==> src/rtl/spi_xfer_scheduler_if.sv <==
// ----------------------------------------------------------------------------
// spi_xfer_scheduler_if
// Bundles every non-clock signal of the SPI transfer scheduler.
//   Host run control : enable, wav_period, wav_count, err_clr
//   FIFO status      : wav_empty, cfg_empty
//   Engine handshake : trigger_dac, trigger_config, done, busy
//   Run status       : wav_active, sample_cnt, run_done
//   Sticky errors    : err_underrun, err_missed, err_timeout
// Modports:
//   master - the scheduler itself (drives triggers and status)
//   slave  - its surroundings: host registers, FIFOs and the SPI engine
// ----------------------------------------------------------------------------
interface spi_xfer_scheduler_if #(
    parameter int PER_W = 16,
    parameter int CNT_W = 16
);
    logic             enable;
    logic [PER_W-1:0] wav_period;
    logic [CNT_W-1:0] wav_count;
    logic             wav_empty;
    logic             cfg_empty;
    logic             done;
    logic             err_clr;

    logic             trigger_dac;
    logic             trigger_config;
    logic             busy;
    logic             wav_active;
    logic [CNT_W-1:0] sample_cnt;
    logic             run_done;
    logic             err_underrun;
    logic             err_missed;
    logic             err_timeout;

    modport master (
        input  enable, wav_period, wav_count, wav_empty, cfg_empty, done, err_clr,
        output trigger_dac, trigger_config, busy, wav_active, sample_cnt,
               run_done, err_underrun, err_missed, err_timeout
    );

    modport slave (
        output enable, wav_period, wav_count, wav_empty, cfg_empty, done, err_clr,
        input  trigger_dac, trigger_config, busy, wav_active, sample_cnt,
               run_done, err_underrun, err_missed, err_timeout
    );
endinterface

==> src/rtl/spi_xfer_scheduler.sv <==
// ----------------------------------------------------------------------------
// spi_xfer_scheduler
// Sequences the SPI engine. A programmable sample-period timer raises DAC
// ticks during a waveform run; pending ticks win arbitration over config
// frames, which fill the idle gaps. Each frame is one trigger pulse followed
// by a wait for the engine's done (bounded by TMO cycles) and one gap cycle.
// Ports:
//   clk  - system clock
//   rst  - asynchronous active-high reset
//   bus  - spi_xfer_scheduler_if.master (run control, FIFO status, engine
//          handshake, run status, sticky errors)
// ----------------------------------------------------------------------------
module spi_xfer_scheduler #(
    parameter int PER_W = 16,
    parameter int CNT_W = 16,
    parameter int TMO   = 128
) (
    input  logic                 clk,
    input  logic                 rst,
    spi_xfer_scheduler_if.master bus
);
    localparam int TMO_W = $clog2(TMO + 1);

    typedef enum logic [1:0] {IDLE, ISSUE, WAIT, GAP} state_t;

    state_t            state, state_nx;
    logic              sel_dac, sel_dac_nx;   // frame kind held through ISSUE
    logic              enable_q;
    logic [PER_W-1:0]  period_lat;
    logic [PER_W-1:0]  tmr_cnt;
    logic [CNT_W-1:0]  count_lat;
    logic [CNT_W-1:0]  sample_cnt;
    logic [TMO_W-1:0]  tmo_cnt;
    logic              first_tick;
    logic              tick_pend;
    logic              wav_active;
    logic              last_frame;            // final frame of a finite run in flight
    logic              run_done;
    logic              err_underrun, err_missed, err_timeout;

    logic              rise, tick, issue_dac, final_dac, timeout;
    logic              underrun, gap_entry, tmo_expire;

    assign rise      = bus.enable & ~enable_q;
    assign tick      = wav_active & (first_tick | (tmr_cnt == period_lat - PER_W'(1)));
    assign issue_dac = (state == ISSUE) & sel_dac;
    // The frame that brings sample_cnt up to a non-zero wav_count ends the run.
    assign final_dac = issue_dac & wav_active & (count_lat != '0)
                     & (sample_cnt == count_lat - CNT_W'(1));
    assign timeout    = (tmo_cnt == TMO_W'(TMO));
    assign gap_entry  = (state == WAIT) & (bus.done | timeout);
    assign tmo_expire = (state == WAIT) & timeout & ~bus.done;

    // Arbitration runs in GAP as well as IDLE, which gives the two-cycle
    // done-to-trigger turnaround.
    always_comb begin
        // NOTE: every signal written here gets a default first, so no path
        // leaves it unassigned and no latch is inferred.
        state_nx   = state;
        sel_dac_nx = sel_dac;
        underrun   = 1'b0;
        case (state)
            IDLE, GAP: begin
                state_nx = IDLE;
                if (tick_pend && !bus.wav_empty) begin
                    state_nx   = ISSUE;
                    sel_dac_nx = 1'b1;
                end else if (tick_pend) begin
                    underrun = 1'b1;
                end else if (!bus.cfg_empty) begin
                    state_nx   = ISSUE;
                    sel_dac_nx = 1'b0;
                end
            end
            ISSUE:   state_nx = WAIT;
            WAIT:    if (bus.done || timeout) state_nx = GAP;
            default: state_nx = IDLE;
        endcase
    end

    // NOTE: all state below uses non-blocking assignments so every register
    // samples the pre-edge values regardless of statement order.
    always_ff @(posedge clk or posedge rst) begin
        if (rst) begin
            state        <= IDLE;
            sel_dac      <= 1'b0;
            enable_q     <= 1'b0;
            period_lat   <= '0;
            tmr_cnt      <= '0;
            count_lat    <= '0;
            sample_cnt   <= '0;
            tmo_cnt      <= '0;
            first_tick   <= 1'b0;
            tick_pend    <= 1'b0;
            wav_active   <= 1'b0;
            last_frame   <= 1'b0;
            run_done     <= 1'b0;
            err_underrun <= 1'b0;
            err_missed   <= 1'b0;
            err_timeout  <= 1'b0;
        end else begin
            state    <= state_nx;
            sel_dac  <= sel_dac_nx;
            enable_q <= bus.enable;

            // tmo_cnt equals the number of cycles since the trigger.
            if (state == ISSUE)
                tmo_cnt <= TMO_W'(1);
            else if (state == WAIT && !timeout)
                tmo_cnt <= tmo_cnt + TMO_W'(1);

            if (rise) begin
                wav_active <= 1'b1;
                first_tick <= 1'b1;
                tmr_cnt    <= '0;
                period_lat <= (bus.wav_period == '0) ? PER_W'(1) : bus.wav_period;
                count_lat  <= bus.wav_count;
                sample_cnt <= '0;
            end else begin
                first_tick <= 1'b0;
                if (tick)
                    tmr_cnt <= '0;
                else if (wav_active)
                    tmr_cnt <= tmr_cnt + PER_W'(1);
                if (!bus.enable || final_dac)
                    wav_active <= 1'b0;
                if (issue_dac && sample_cnt != '1)
                    sample_cnt <= sample_cnt + CNT_W'(1);
            end

            // A tick landing on the cycle that consumes the pending one re-arms it.
            if (!bus.enable || final_dac)
                tick_pend <= 1'b0;
            else if (tick)
                tick_pend <= 1'b1;
            else if (issue_dac || underrun)
                tick_pend <= 1'b0;

            if (final_dac)
                last_frame <= 1'b1;
            else if (gap_entry)
                last_frame <= 1'b0;
            run_done <= gap_entry & last_frame;

            if (bus.err_clr) begin
                err_underrun <= 1'b0;
                err_missed   <= 1'b0;
                err_timeout  <= 1'b0;
            end else begin
                if (underrun)
                    err_underrun <= 1'b1;
                if (tick && tick_pend && !issue_dac && !underrun && bus.enable)
                    err_missed <= 1'b1;
                if (tmo_expire)
                    err_timeout <= 1'b1;
            end
        end
    end

    assign bus.trigger_dac    = (state == ISSUE) &  sel_dac;
    assign bus.trigger_config = (state == ISSUE) & ~sel_dac;
    assign bus.busy           = (state != IDLE);
    assign bus.wav_active     = wav_active;
    assign bus.sample_cnt     = sample_cnt;
    assign bus.run_done       = run_done;
    assign bus.err_underrun   = err_underrun;
    assign bus.err_missed     = err_missed;
    assign bus.err_timeout    = err_timeout;
endmodule

==> src/flat_wrapper.sv <==
// flat-port wrapper written by rule: the top's interface ports become plain ports
module spi_xfer_scheduler_flat 
#(
    parameter int PER_W = 16,
    parameter int CNT_W = 16,
    parameter int TMO   = 128
)
  (clk, rst, bus_enable, bus_wav_period, bus_wav_count, bus_wav_empty, bus_cfg_empty, bus_done, bus_err_clr, bus_trigger_dac, bus_trigger_config, bus_busy, bus_wav_active, bus_sample_cnt, bus_run_done, bus_err_underrun, bus_err_missed, bus_err_timeout);
  spi_xfer_scheduler_if #(.PER_W(PER_W), .CNT_W(CNT_W)) bus_i ();
  input  logic clk;
  input  logic rst;
  input wire logic [$bits(bus_i.enable)-1:0] bus_enable;
  input wire logic [$bits(bus_i.wav_period)-1:0] bus_wav_period;
  input wire logic [$bits(bus_i.wav_count)-1:0] bus_wav_count;
  input wire logic [$bits(bus_i.wav_empty)-1:0] bus_wav_empty;
  input wire logic [$bits(bus_i.cfg_empty)-1:0] bus_cfg_empty;
  input wire logic [$bits(bus_i.done)-1:0] bus_done;
  input wire logic [$bits(bus_i.err_clr)-1:0] bus_err_clr;
  output wire logic [$bits(bus_i.trigger_dac)-1:0] bus_trigger_dac;
  output wire logic [$bits(bus_i.trigger_config)-1:0] bus_trigger_config;
  output wire logic [$bits(bus_i.busy)-1:0] bus_busy;
  output wire logic [$bits(bus_i.wav_active)-1:0] bus_wav_active;
  output wire logic [$bits(bus_i.sample_cnt)-1:0] bus_sample_cnt;
  output wire logic [$bits(bus_i.run_done)-1:0] bus_run_done;
  output wire logic [$bits(bus_i.err_underrun)-1:0] bus_err_underrun;
  output wire logic [$bits(bus_i.err_missed)-1:0] bus_err_missed;
  output wire logic [$bits(bus_i.err_timeout)-1:0] bus_err_timeout;
  assign bus_i.enable = bus_enable;
  assign bus_i.wav_period = bus_wav_period;
  assign bus_i.wav_count = bus_wav_count;
  assign bus_i.wav_empty = bus_wav_empty;
  assign bus_i.cfg_empty = bus_cfg_empty;
  assign bus_i.done = bus_done;
  assign bus_i.err_clr = bus_err_clr;
  assign bus_trigger_dac = bus_i.trigger_dac;
  assign bus_trigger_config = bus_i.trigger_config;
  assign bus_busy = bus_i.busy;
  assign bus_wav_active = bus_i.wav_active;
  assign bus_sample_cnt = bus_i.sample_cnt;
  assign bus_run_done = bus_i.run_done;
  assign bus_err_underrun = bus_i.err_underrun;
  assign bus_err_missed = bus_i.err_missed;
  assign bus_err_timeout = bus_i.err_timeout;
  spi_xfer_scheduler #(.PER_W(PER_W), .CNT_W(CNT_W), .TMO(TMO)) u_core (.clk(clk), .rst(rst), .bus(bus_i));
endmodule
==> config.mk <==
export PLATFORM = sky130hd
export DESIGN_NAME = spi_xfer_scheduler_flat
export DESIGN_NICKNAME = d
export VERILOG_FILES = /design/src/rtl/spi_xfer_scheduler_if.sv /design/src/rtl/spi_xfer_scheduler.sv /design/src/flat_wrapper.sv
export SDC_FILE = /design/constraint.sdc
export NUM_CORES = 1
export LEC_CHECK = 0
export ABC_AREA = 1
export BUFFER_PORTS_ARGS = -buffer_cell sky130_fd_sc_hd__buf_2
export CAP_MARGIN = 20
export CORE_AREA = 8 8 105 145
export CTS_BUF_LIST = sky130_fd_sc_hd__clkbuf_16
export CTS_CLUSTER_SIZE = 14
export DETAILED_ROUTE_END_ITERATION = 10
export DIE_AREA = 0 0 113 153
export HOLD_SLACK_MARGIN = 0.1
export SYNTH_ARGS = -nofsm -noshare
export SYNTH_HDL_FRONTEND = slang
export SYNTH_SLANG_ARGS = --single-unit
==> constraint.sdc <==
create_clock -name clk -period 2.83 [get_ports clk]
set_input_delay 0.283 -clock clk [delete_from_list [all_inputs] [get_ports clk]]
set_output_delay 0.283 -clock clk [all_outputs]
set_load 0.005 [all_outputs]
Word level (Yosys, flattened, before mapping)
Index checks and enable logic that the tools add are counted.
- bitwise gates (word level): 16
- muxes and demuxes: 33
- magnitude comparators: 0
- reductions and logical operators: 30
- eq/ne operators: 10
- shift operators: 0
- add/sub/neg operators: 5
- divide/modulo/power cells: 0
- $mul: 0
- operators by type and width (cell ; number):
    $mux W16 ; 6
    $add A16 B1 Y16 const B ; 2
    $eq A16 B16 Y1 ; 2
    $sub A16 B1 Y16 const B ; 2
    $mux W1 ; 21
    $logic_not A16 Y1 ; 1
    $mux W8 ; 2
    $ne A16 B16 Y1 const B ; 1
    $reduce_bool A16 Y1 ; 1
    $reduce_bool A2 Y1 ; 8
    $and A1 B1 Y1 ; 11
    $add A8 B1 Y8 const B ; 1
    $eq A8 B8 Y1 const B ; 1
    $logic_and A1 B1 Y1 ; 7
    $mux W2 ; 3
    $pmux W2 S3 ; 1
    $reduce_bool A3 Y1 ; 2
    $logic_not A1 Y1 ; 5
    $eq A2 B2 Y1 const B ; 2
    $ne A2 B2 Y1 const B ; 2
    $logic_or A1 B1 Y1 ; 3
    $not A1 Y1 ; 3
    $reduce_and A3 Y1 ; 1
    $eq A2 B1 Y1 const B ; 1
    other kinds (4) ; 5
- memory bits (writable): 0
- bits in registers: 84
- word-level logic and storage cells: 110
- memories: 0
- bits in latches: 0
- input bits: 39
- output and inout bits: 24
- ROM bits: 0

Depth between registers and ports, before layout
- depth in word-level cells: 10
- gate-level depth with buffers: 16
- mapped depth without buffers: 15

Least setup slack after synthesis
No wires, ideal clock.
- kind: register -> register
- start point: register u_core.period_lat[0]
- end point: register u_core.tmr_cnt[0]
- stages on the path, launching flop included: 15
- period minus slack after synthesis: 1839 ps
- library setup time: 125 ps
- path buffers: 1
- arrival: 1714 ps
- data required time: 2705 ps
- slack: 991 ps
- path through: dfrtp_1 > inv_1 > ha_1 > nand2_2 > nor2_4 > nand2_1 > nand2_1 > nand3_1 > nor2_1 > nand3_2 > nor2_2 > nor2_2 > nand2_4 > buf_8 > a21oi_4
- word-level cells in the longest chain between the ends: 6
- elaborated cells between the ends (all ways): 7
- classes of those cells: add/sub: 1; eq/ne: 1; mux: 2; bitwise: 2; reduce/logical: 1
- RTL lines (what ; RTL line ; text):
    from (decl) ; spi_xfer_scheduler.sv:29 ; logic [PER_W-1:0] period_lat;
    from (signal assigned) ; spi_xfer_scheduler.sv:116 ; period_lat <= (bus.wav_period == '0) ? PER_W'(1) : bus.wav_period;
    $sub A16 B1 Y16 (*) ; spi_xfer_scheduler.sv:45 ; assign tick = wav_active & (first_tick | (tmr_cnt == period_lat - PER_W'(1)));
    $eq A16 B16 Y1 (*) ; spi_xfer_scheduler.sv:45 ;
    $or A1 B1 Y1 (*) ; spi_xfer_scheduler.sv:45 ;
    $and A1 B1 Y1 (*) ; spi_xfer_scheduler.sv:45 ;
    $mux W16 ; spi_xfer_scheduler.sv:121 ; if (tick)
    $mux W16 ; spi_xfer_scheduler.sv:112 ; if (rise) begin
    to (signal assigned) ; spi_xfer_scheduler.sv:124 ; tmr_cnt <= tmr_cnt + PER_W'(1);
    to (decl) ; spi_xfer_scheduler.sv:30 ; logic [PER_W-1:0] tmr_cnt;
Every way passes the cells marked *; elsewhere a longest branch is shown, timed or not.
A chain may end at the register's enable or synchronous reset.

Final worst setup path
- start point: register u_core.count_lat[0]
- end point: register u_core.wav_active, in the netlist u_core.bus.wav_active
- word-level cells in the longest chain between the ends: 5
- elaborated cells between the ends (all ways): 7
- classes of those cells: add/sub: 1; eq/ne: 1; bitwise: 2; reduce/logical: 3
- RTL lines (what ; RTL line ; text):
    from (decl) ; spi_xfer_scheduler.sv:31 ; logic [CNT_W-1:0] count_lat;
    from (signal assigned) ; spi_xfer_scheduler.sv:117 ; count_lat <= bus.wav_count;
    $sub A16 B1 Y16 or $reduce_bool A16 Y1 (tied branches) ; spi_xfer_scheduler.sv:49, spi_xfer_scheduler.sv:48 ;
    $eq A16 B16 Y1 or $and A1 B1 Y1 (tied branches) ; spi_xfer_scheduler.sv:49, spi_xfer_scheduler.sv:48 ;
    $and A1 B1 Y1 (*) ; spi_xfer_scheduler.sv:49 ; & (sample_cnt == count_lat - CNT_W'(1));
    $logic_or A1 B1 Y1 (*) ; spi_xfer_scheduler.sv:125 ; if (!bus.enable || final_dac)
    $reduce_bool A2 Y1 (no line) (*) ; n/a ;
    to (signal assigned) ; spi_xfer_scheduler.sv:95 ; wav_active <= 1'b0;
    to (signal assigned) ; spi_xfer_scheduler.sv:113 ; wav_active <= 1'b1;
    to (signal assigned) ; spi_xfer_scheduler.sv:126 ; wav_active <= 1'b0;
    to (decl) ; spi_xfer_scheduler.sv:36 ; logic wav_active;
Marks and branches as above.

==> results.cfg <==
[clocking]
ctsResizeCount = 0
cts-hold-fix-buffers = 2
cts-buffers-inserted = 9
tritoncts = done
cts_num_sinks = 84
max_clock_buf_depth = 2
cts_root_buf = sky130_fd_sc_hd__clkbuf_16
clk_latency_ns = 0.34
htree_levels = 3
path_clk_slew_ns = 0.07
cts.repair_timing.setup_buffer_count = 0

[logic_synthesis]
synth_top_area_share_pct = 41.1
synthesis.yosys.warnings = 0
synth-async-reset-ratio_pct = 100
ys_top_cells_by_area = sky130_fd_sc_hd__dfrtp_1, sky130_fd_sc_hd__nand2_1, sky130_fd_sc_hd__inv_1
synth-edff-count = 0
ys.flop_type = sky130_fd_sc_hd__dfrtp_1
yosysSeqAreaShare_pct = 41.1
synthDistinctLibCells = 41
synth.top_cells.by_count = sky130_fd_sc_hd__nand2_1, sky130_fd_sc_hd__dfrtp_1, sky130_fd_sc_hd__inv_1
yosys_register_bits = 84
yosys.cell_count.top_type = sky130_fd_sc_hd__nand2_1
synth_fp_nets = 740
synth.cell_area_um2 = 5120
synth.largest_area_cell = sky130_fd_sc_hd__dfrtp_1
syn-mean-instance-area_um2 = 7.39
netlist_instances = 692

[pwr]
leakage_power_figure_nw = 2.88
seq_power_share_pct = 41.8
internal_power_w = 0.00232
peakVddDrop_mv = 0.338
combPwrFrac_pct = 23.6
fraction_of_power_consumed_by_the_clock_network_pct = 34.6
cellPowerDensity_nw_per_um2 = 588
total_net_switching_power_w = 0.00116
netSwitchingFraction_pct = 33.3

[global_routing]
antenna_found_initial = 0
grt_max_degree = 70
grt_first_pass_wirelength_mm = 23.2
grt.overflow.total = 0
via_count_of_the_first_global_routing_pass = 4859
global_route.usage.total_pct = 16.6

[worst_setup_path]
worst-endpoint-required_ns = 3.04
cp_top_family = simple AND/OR/NAND/NOR gates
critPathLaunch = u_core.count_lat[0]$_DFFE_PP0P_
ff2ff_setup_slack_ns = 0.70
timing.critical_path.buf_inv = 1
worst-path-max-fanout = 4
critical_path_class = register to register
cp.arrival_ns = 2.33
r2r_start = u_core.count_lat[0]$_DFFE_PP0P_
worstReg2RegEnd = u_core.bus.wav_active$_DFFE_PP0P_
slowest_stage = sky130_fd_sc_hd__dfrtp_1
ff2ff_path_depth = 12
end_kind = register
crit_chain = inv_1 -> ha_1 -> nand2_1 -> nor2_1 -> nand2_1 -> nor2_1 -> xor2_1 -> nand3b_1 -> nor2_1 -> nand3_1 -> nand2_1 -> o21ai_0
timing.critical_path.from_type = register
critical_path_depth = 12
critical_path_endpoint = u_core.bus.wav_active$_DFFE_PP0P_
crit_path_max_incr_delay_ns = 0.38

[timing]
post-route-min-period_ns = 2.13
finClkSkew_ns = 0.00884
hold_viol_final = 0
final_max_slew_viol_count = 0
final_critical_path_setup_slack_ns = 0.705
measured_slew_at_the_worst_slew_check_pin_ns = 0.559
finalCritPeriodShare_pct = 75.1
finalSetupViolations = 0
rsz_0062_raised_after_global_routing = false
slew-limit-headroom_pct = 62.4
clock.fmax_mhz = 471
finalSetupTns_ns = 0

[cells_and_area]
share_of_the_core_filled_with_cells_in_the_final_layout_pct = 45.1
num-nets-final = 805
final_instance_count_excl_fillers = 918
regArea_um2 = 2100
flow.area_growth_from_synthesis_pct = 15.9
fillerInstances = 1361
antennaDiodeCount = 0
layout-drive-gt1-share_pct = 14.0
multi_input_comb_area_um2 = 2630
post_route_standard_cell_area_excluding_fillers_um2 = 5930

[run_status]
status = complete, no violations

[routing]
drt_pass1_iterations = 5
wl_mm = 13.8
wire_per_inst_um = 15.0
drc = 0
vias_per_cell = 5.14
dr_total_vias = 4720
dr.first_iter.drc_count = 214
route.antenna.remaining_nets = 0

[floorplanning]
std_cell_rows = 50
initial_core_util_pct = 38.9
die-area_um2 = 17300
core-area_um2 = 13100
die_width_um = 113
floorplan_die_height_um = 153
pin_count = 63

[placed_design]
io_buffers = 62
preCtsSetupSlack_ns = 0.692
post-dp-hpwl_mm = 10.7
place.gp.congestion = 0.882
placed_cells = 900
placed_area_um2 = 5610

[job]
max_cap_viol_count = 0

[worst_hold_path]
holdCritPathClass = input pin to register
[power groups by stage]
stage	clock network (W)	logic, W	registers [W]
2_1_floorplan	0	0.000603	0.00144
3_3_place_gp	0	0.000799	0.00148
3_5_place_dp	0	0.000826	0.00148
4_1_cts	0.00123	0.000834	0.00146
5_1_grt	0.00127	0.000959	0.00148
6_report	0.00120	0.000822	0.00146
[final cells by class]
| cell class | instances | share of cell area [%] |
|---|---|---|
| clock buffers | 9 | 3.80 |
| clock inverters | 7 | 1.27 |
| multi-input cells | 508 | 44.4 |
| well taps | 156 | 3.29 |
| repair buffers | 69 | 6.41 |
| flip-flops and latches | 84 | 35.5 |
| inverters | 85 | 5.40 |
[worst reg2reg max path, delay by kind of cell (launching register included)]
| kind | cells | cell delay [ns] |
|---|---|---|
| DFF | 1 | 0.38 |
| AOI/OAI and AO/OA | 1 | 0.07 |
| adders and majority gates | 1 | 0.23 |
| buffers and inverters | 1 | 0.11 |
| xor gates and xnor gates | 1 | 0.17 |
| and+or+nand+nor | 8 | 1.05 |
[placed cells by master, fill, tap and decap left out, types with 5 or more instances in the layout]
master,netlist,routed
sky130_fd_sc_hd__nand3_1,41,41
sky130_fd_sc_hd__xnor2_1,15,15
sky130_fd_sc_hd__a21oi_1,22,22
sky130_fd_sc_hd__inv_1,84,84
sky130_fd_sc_hd__nor3_1,11,11
sky130_fd_sc_hd__ha_1,9,9
sky130_fd_sc_hd__xor2_1,34,34
sky130_fd_sc_hd__nor2_1,82,81
sky130_fd_sc_hd__dfrtp_1,84,84
sky130_fd_sc_hd__o21ai_0,46,46
sky130_fd_sc_hd__nand3b_1,5,5
sky130_fd_sc_hd__nand4_1,7,7
sky130_fd_sc_hd__nand2_1,188,188
sky130_fd_sc_hd__clkbuf_16,0,9
sky130_fd_sc_hd__buf_2,2,62
sky130_fd_sc_hd__nor4_1,10,10
sky130_fd_sc_hd__o21ai_2,9,9
[logic make-up after synthesis]
kind of cell | Yosys count | synth area share, %
AO/OA/AOI/OAI | 88 | 9.91
XOR/XNOR | 50 | 8.83
adder cells (fa/ha/maj) | 9 | 2.20
buffers and inverters | 100 | 7.63
flip-flops | 84 | 41.1
AND/OR/NAND/NOR | 361 | 30.3
[metrics by stage]
step	hold WS, ns	total power [W]
final	0.135	0.00348
after global routing	0.132	0.00371
after CTS	0.130	0.00352
after detailed placement	0.243	0.00231
after global placement	0.238	0.00227
after floorplan	0.314	0.00204
[how the worst min path moves through the flow]
stage / from / end / slack [ns] / cells past startpoint
3_3_place_gp: rst / u_core.tmr_cnt[9]$_DFFE_PP0P_ / 0.24 / 2
6_report: bus_err_clr / u_core.bus.err_missed$_DFFE_PP0P_ / 0.14 / 2
4_1_cts: bus_err_clr / u_core.bus.err_missed$_DFFE_PP0P_ / 0.13 / 2
3_5_place_dp: rst / u_core.tmr_cnt[11]$_DFFE_PP0P_ / 0.24 / 2
2_1_floorplan: bus_enable / u_core.enable_q$_DFF_PP0_ / 0.31 / 0
5_1_grt: bus_err_clr / u_core.bus.err_underrun$_DFFE_PP0P_ / 0.13 / 2
[flip-flops by register name, indices dropped and copies added, names as in the netlist]
name and count:
u_core.period_lat 16, u_core.tmr_cnt 16, u_core.sel_dac 1, u_core.bus.run_done 1, u_core.enable_q 1, u_core.first_tick 1
u_core.bus.err_underrun 1, u_core.bus.err_timeout 1, u_core.tick_pend 1, u_core.count_lat 16, u_core.bus.wav_active 1, u_core.bus.sample_cnt 16
u_core.state 2, u_core.bus.err_missed 1, u_core.tmo_cnt 8, u_core.last_frame 1
[routing by layer]
layer  GRT usage (%)  vias to the layer above  share of wire [%]
met5               0                        -                  0
met4            6.50                        0                2.3
met3            3.39                       23                3.9
met2            31.2                      119                 54
met1            17.3                     2245                 39
li1                -                     2333                  -
Note: power is estimated with default switching activity, not from simulation.
